**config.mk**
```make
export PLATFORM = sky130hd
export DESIGN_NAME = food_spawner
export DESIGN_NICKNAME = d
export VERILOG_FILES = /design/src/rtl/food_spawner_pkg.sv /design/src/rtl/food_spawner_lfsr.sv /design/src/rtl/food_spawner.sv
export SDC_FILE = /design/constraint.sdc
export NUM_CORES = 1
export LEC_CHECK = 0
export BUFFER_PORTS_ARGS = -buffer_cell sky130_fd_sc_hd__buf_2
export CAP_MARGIN = 20
export CORE_MARGIN = 5
export CORE_UTILIZATION = 60
export CTS_CLUSTER_SIZE = 14
export DETAILED_ROUTE_END_ITERATION = 10
export GPL_TIMING_DRIVEN = 0
export PLACE_DENSITY = 0.81
export SYNTH_ARGS = -nofsm -noshare
export SYNTH_HDL_FRONTEND = slang
export SYNTH_HIERARCHICAL = 1
export SYNTH_SLANG_ARGS = --single-unit
```
**constraint.sdc**
```tcl
create_clock -name Clock -period 8 [get_ports Clock]
set_input_delay 2 -clock Clock [delete_from_list [all_inputs] [get_ports Clock]]
set_output_delay 2 -clock Clock [all_outputs]
set_load 0.1 [all_outputs]
```
**src/rtl/food_spawner_pkg.sv**
```systemverilog
// food_spawner_pkg: grid defaults, search FSM encoding and LFSR step shared by the food spawner
package food_spawner_pkg;
  localparam int FOOD_GRID_WIDTH = 40;
  localparam int FOOD_GRID_HEIGHT = 30;
  localparam int BITS_PER_FOOD_STATE = 3;
  localparam logic [15:0] LFSR_SEED = 16'hACE1;
  typedef enum logic [BITS_PER_FOOD_STATE-1:0] {
    FOOD_IDLE,
    FOOD_DRAW,
    FOOD_CHECK,
    FOOD_SWEEP,
    FOOD_DONE
  } foodState_t;
  // Fibonacci taps 16,14,13,11; an all-zero result would lock up, so reseed instead
  function automatic logic [15:0] lfsrStep(input logic [15:0] v, input logic [4:0] entropy);
    logic [15:0] n;
    n = {v[14:0], v[15] ^ v[13] ^ v[12] ^ v[10]} ^ {11'd0, entropy};
    return (n == '0) ? LFSR_SEED : n;
  endfunction
endpackage

```
**src/rtl/food_spawner_lfsr.sv**
```systemverilog
// food_lfsr: free-running 16-bit LFSR stirred by button entropy; exposes its low WIDTH bits
module food_lfsr
  import food_spawner_pkg::*;
#(
  parameter int WIDTH = 16
) (
  input  logic             Clock,
  input  logic             Reset,
  input  logic [4:0]       Entropy,
  output logic [WIDTH-1:0] Value
);
  logic [15:0] state;
  always_ff @(posedge Clock or posedge Reset)
    if (Reset) state <= LFSR_SEED;
    else state <= lfsrStep(state, Entropy);
  assign Value = state[WIDTH-1:0];
endmodule

```
**src/rtl/food_spawner.sv**
```systemverilog
// food_spawner: picks a random free grid cell for the food, avoiding a snapshot of the snake body
module food_spawner
  import food_spawner_pkg::*;
#(
  parameter int GRID_WIDTH = FOOD_GRID_WIDTH,
  parameter int GRID_HEIGHT = FOOD_GRID_HEIGHT,
  parameter int NUM_PIECES = 4,
  parameter int MAX_TRIES = 8,
  localparam int XB = $clog2(GRID_WIDTH),
  localparam int YB = $clog2(GRID_HEIGHT),
  localparam int LB = $clog2(NUM_PIECES + 1)
) (
  input  logic                   Clock,
  input  logic                   Reset,
  input  logic                   Request,
  input  logic [4:0]             Entropy,
  input  logic [NUM_PIECES*XB-1:0] SnakeXFlat,
  input  logic [NUM_PIECES*YB-1:0] SnakeYFlat,
  input  logic [LB-1:0]          SnakeLength,
  output logic [XB-1:0]          FoodX,
  output logic [YB-1:0]          FoodY,
  output logic                   FoodValid,
  output logic                   Done,
  output logic                   Busy,
  output logic                   GridFull
);
  localparam int TB = $clog2(MAX_TRIES + 1);
  localparam int CELLS = GRID_WIDTH * GRID_HEIGHT;
  localparam int SB = $clog2(CELLS + 1);
  foodState_t state;
  logic [XB+YB-1:0] lfsr;
  logic [NUM_PIECES*XB-1:0] snapX;
  logic [NUM_PIECES*YB-1:0] snapY;
  logic [LB-1:0] snapLen, idx, reqLen;
  logic [TB-1:0] tries;
  logic [SB-1:0] sweep, sweepNext;
  logic [XB-1:0] candX, drawX, nextX;
  logic [YB-1:0] candY, drawY, nextY;
  logic inRange, hit, lastPiece, xWrap;
  food_lfsr #(.WIDTH(XB + YB)) u_lfsr (
    .Clock(Clock),
    .Reset(Reset),
    .Entropy(Entropy),
    .Value(lfsr)
  );
  always_comb begin
    drawX = lfsr[XB-1:0];
    drawY = lfsr[XB+YB-1:XB];
    inRange = ({1'b0, drawX} < (XB + 1)'(GRID_WIDTH)) && ({1'b0, drawY} < (YB + 1)'(GRID_HEIGHT));
    hit = (snapX[idx*XB +: XB] == candX) && (snapY[idx*YB +: YB] == candY);
    lastPiece = idx == snapLen - 1'b1;
    xWrap = candX == XB'(GRID_WIDTH - 1);
    nextX = xWrap ? '0 : candX + 1'b1;
    nextY = !xWrap ? candY : (candY == YB'(GRID_HEIGHT - 1)) ? '0 : candY + 1'b1;
    sweepNext = sweep + 1'b1;
    reqLen = (SnakeLength == '0) ? LB'(1) : (SnakeLength > LB'(NUM_PIECES)) ? LB'(NUM_PIECES) : SnakeLength;
    Busy = state != FOOD_IDLE;
  end
  // Random draws first; after MAX_TRIES body hits fall back to a raster sweep that is bound to terminate
  always_ff @(posedge Clock or posedge Reset)
    if (Reset) begin
      state <= FOOD_IDLE;
      FoodX <= '0;
      FoodY <= '0;
      FoodValid <= 1'b0;
      Done <= 1'b0;
      GridFull <= 1'b0;
      tries <= '0;
      sweep <= '0;
      idx <= '0;
      candX <= '0;
      candY <= '0;
      snapX <= '0;
      snapY <= '0;
      snapLen <= '0;
    end else begin
      Done <= 1'b0;
      case (state)
        FOOD_IDLE:
          if (Request) begin
            snapX <= SnakeXFlat;
            snapY <= SnakeYFlat;
            snapLen <= reqLen;
            FoodValid <= 1'b0;
            GridFull <= 1'b0;
            tries <= '0;
            sweep <= '0;
            state <= FOOD_DRAW;
          end
        FOOD_DRAW:
          if (inRange) begin
            candX <= drawX;
            candY <= drawY;
            idx <= '0;
            state <= FOOD_CHECK;
          end
        FOOD_CHECK:
          if (hit) begin
            if (tries == TB'(MAX_TRIES - 1)) state <= FOOD_SWEEP;
            else begin
              tries <= tries + 1'b1;
              state <= FOOD_DRAW;
            end
          end else if (lastPiece) begin
            FoodX <= candX;
            FoodY <= candY;
            FoodValid <= 1'b1;
            Done <= 1'b1;
            state <= FOOD_DONE;
          end else idx <= idx + 1'b1;
        FOOD_SWEEP: begin
          sweep <= sweepNext;
          if (sweepNext == SB'(CELLS)) begin
            GridFull <= 1'b1;
            FoodValid <= 1'b0;
            state <= FOOD_IDLE;
          end else begin
            candX <= nextX;
            candY <= nextY;
            idx <= '0;
            state <= FOOD_CHECK;
          end
        end
        FOOD_DONE: state <= FOOD_IDLE;
        default: state <= FOOD_IDLE;
      endcase
    end
endmodule

```
==> impl_metrics.env <==
export IMPL_area_growth_pct=12.9
export IMPL_routed_wl_mm=13.1
export IMPL_postPlaceCellArea_sq_um=6120
export IMPL_slew_headroom_pct=53.5
export IMPL_cp_required_ns=6.00
export IMPL_initialDrtViolationCount=288
export IMPL_cts_root_buf="clkbuf_8"
export IMPL_regArea_sq_um=2740
export IMPL_p_per_area_nw_per_um2=429
export IMPL_synth_seq_cells=109
export IMPL_min_period_ns=3.50
export IMPL_yosysTopAreaCell="dfrtp_1"
export IMPL_grt_pass1_vias=4558
export IMPL_finalHoldViolCount=0
export IMPL_num_vias=4533
export IMPL_via_per_inst=5.83
export IMPL_cts_buffers=9
export IMPL_drv_cap=0
export IMPL_hold_path_endpoint="snapY[13]"
export IMPL_syn_nets=643
export IMPL_cts_setup_buffers=0
export IMPL_clk_pin_slew_worst_paths_ns=0.10
export IMPL_grt_util_all_layers_pct=24.1
export IMPL_path_cells="buf_6 > nor3_1 > inv_1 > buf_2"
export IMPL_rows=35
export IMPL_p_leak_nw=3.02
export IMPL_post_synth_cell_area_avg_sq_um=9.66
export IMPL_final_area_sq_um=6340
export IMPL_end_kind="primary output"
export IMPL_setup_viol=0
export IMPL_yosys_area_top_type_share_pct=45.0
export IMPL_clockBufferDepth=2
export IMPL_io_pins=70
export IMPL_synthArstFlopShare_pct=100
export IMPL_fin_ws_ns=4.50
export IMPL_path_buf_inv=3
export IMPL_critPathLaunchType="register"
export IMPL_tritoncts="built"
export IMPL_yosys_warnings=6
export IMPL_path_class="reg2out"
export IMPL_synthTopCellsByArea="dfrtp_1, nand2_1, dfstp_2"
export IMPL_ys_seq_area_share_pct=48.8
export IMPL_finalClockSkew_ns=0.0185
export IMPL_die_x_um=107
export IMPL_dr_pass1_iters=5
export IMPL_cts_sinks=109
export IMPL_drive_gt1_share_pct=21.6
export IMPL_fin_setup_tns_ns=0
export IMPL_synthFlopType="dfrtp_1"
export IMPL_ctsResizeCount=0
export IMPL_initial_core_util_pct=61.0
export IMPL_n_antenna_cell=0
export IMPL_dieArea_sq_um=11400
export IMPL_reg2reg_from="sweep[0]"
export IMPL_grt_max_degree=50
export IMPL_fp_dieH_um=107
export IMPL_status="completed"
export IMPL_multi_input_area_sq_um=2510
export IMPL_htree_levels=3
export IMPL_mostFrequentLayoutCell="nand2_1"
export IMPL_hp_class="reg2reg"
export IMPL_yosysUniqueCellTypes=60
export IMPL_overflow=0
export IMPL_fmax_mhz=286
export IMPL_cpMaxStageDelayCell="dfrtp_1"
export IMPL_wire_per_inst_um=16.9
export IMPL_max_stage_delay_ns=0.39
export IMPL_peakVddDrop_uv=205
export IMPL_min_period_over_period_pct=43.7
export IMPL_antenna_found_initial=0
export IMPL_final_cell_mix="nand2_1, dfrtp_1, buf_2, o21ai_0, nor2_1"
export IMPL_drc=0
export IMPL_portBuffers=69
export IMPL_reg2reg_depth=9
export IMPL_dp_hpwl_mm=9.64
export IMPL_fill_cells=732
export IMPL_tightest_slew_ns=0.692
export IMPL_core_area_sq_um=9200
export IMPL_place_congestion=0.867
export IMPL_synthesis_instances=581
export IMPL_finalPower_mw=2.72
export IMPL_synth_edf_count=0
export IMPL_layout_nets=724
export IMPL_rsz0062_at_grt="no"
export IMPL_grt_first_pass_wirelength_mm=22.1
export IMPL_r2r_slack_ns=4.84
export IMPL_pre_cts_ws_ns=4.50
export IMPL_worstPathArrival_ns=1.50
export IMPL_clk_latency_ns=0.39
export IMPL_hp_start="snapY[13]"
export IMPL_ant_nets=0
export IMPL_critPathTopFamily="buffers and inverters"
export IMPL_slew_violations=0
export IMPL_crit_fanout=8
export IMPL_final_core_util_pct=68.9
export IMPL_postCtsHoldBufs=0
export IMPL_netlist_area_sq_um=5610
export IMPL_worstHoldPathCells=2
export IMPL_r2r_end="candX[5]"
[kinds of logic (layout without fill, tap and decap cells)]
family / Yosys count / after routing / synth area share, %
compound gates: 87 / 87 / 9.94
simple gates: 270 / 270 / 22.3
fa+ha+maj: 7 / 7 / 1.56
xor+xnor: 18 / 18 / 3.05
buf+inv: 66 / 152 / 6.44
flops: 109 / 109 / 48.8
mux: 24 / 24 / 7.96
[worst reg2reg max path, delay by kind of cell (launching register included)]
family,cells,cell delay (ns)
DFF,1,0.45
and+or+nand+nor,4,1.17
buffers and inverters,1,0.33
adders and majority gates,1,0.26
AOI/OAI and AO/OA,3,0.83
[power by group]
group,internal (mW),switching [mW],total [mW]
Combinational,0.521,0.859,1.38
Clock,0.159,0.205,0.364
Sequential,0.799,0.175,0.974
Total,1.48,1.24,2.72
[metrics by stage]
step | hold slack [ns] | cells
after CTS | 0.482 | 778
after global routing | 0.506 | 778
after global placement | 0.450 | 761
after floorplan | 0.429 | 581
final | 0.477 | 778
after detailed placement | 0.456 | 762
[cell type report]
cell class | instances | share of cell area, %
clock buffers | 10 | 2.17
clock inverters | 6 | 1.28
inverters | 19 | 1.16
repair buffers | 70 | 5.77
plain buffers | 47 | 4.58
multi-input cells | 406 | 39.6
flip-flops and latches | 109 | 43.2
well taps | 111 | 2.19
[metal layers]
layer | global-route usage (%) | up-vias | part of all wire [%]
li1 | - | 2158 | -
met1 | 31.6 | 2202 | 42
met2 | 40.9 | 150 | 50
met3 | 4.15 | 23 | 5.5
met4 | 7.85 | 0 | 2.0
met5 | 0 | - | 0
[flip-flops by register name, summed over array words and instances (netlist names)]
register      cells
idx               3
candX             6
tries             4
FoodX             6
FoodValid         1
snapX            24
FoodY             5
state             3
snapY            20
snapLen           3
Done              1
candY             5
sweep            11
u_lfsr/state     16
GridFull          1
[cell usage after synthesis, types with 3 or more instances]
master / n
mux4_1: 6
mux4_2: 5
xnor2_1: 10
o31ai_1: 12
inv_1: 19
nand4_1: 11
or3_1: 10
nand3b_1: 3
a21oi_1: 17
nand3_1: 16
buf_6: 6
xor2_1: 7
nand2b_1: 3
nor3_1: 7
ha_1: 7
or4_1: 6
buf_1: 4
nor2_1: 23
dfrtp_1: 101
mux2_2: 5
mux2_4: 8
clkbuf_1: 20
a31oi_1: 3
and3_1: 4
buf_4: 11
dfstp_2: 8
buf_2: 3
nand2_1: 167
o21ai_0: 31
and2_1: 4
a22o_1: 3
[how the worst max path moves through the flow]
stage | start | depth (start not counted) | to
final | state[1] | 4 | Busy
after global routing | state[1] | 4 | Busy
after CTS | state[1] | 4 | Busy
after detailed placement | Request | 6 | sweep[10]
after global placement | Reset | 2 | FoodX[0]
after floorplan | Reset | 1 | Done
(Power assumes the default switching activity.)
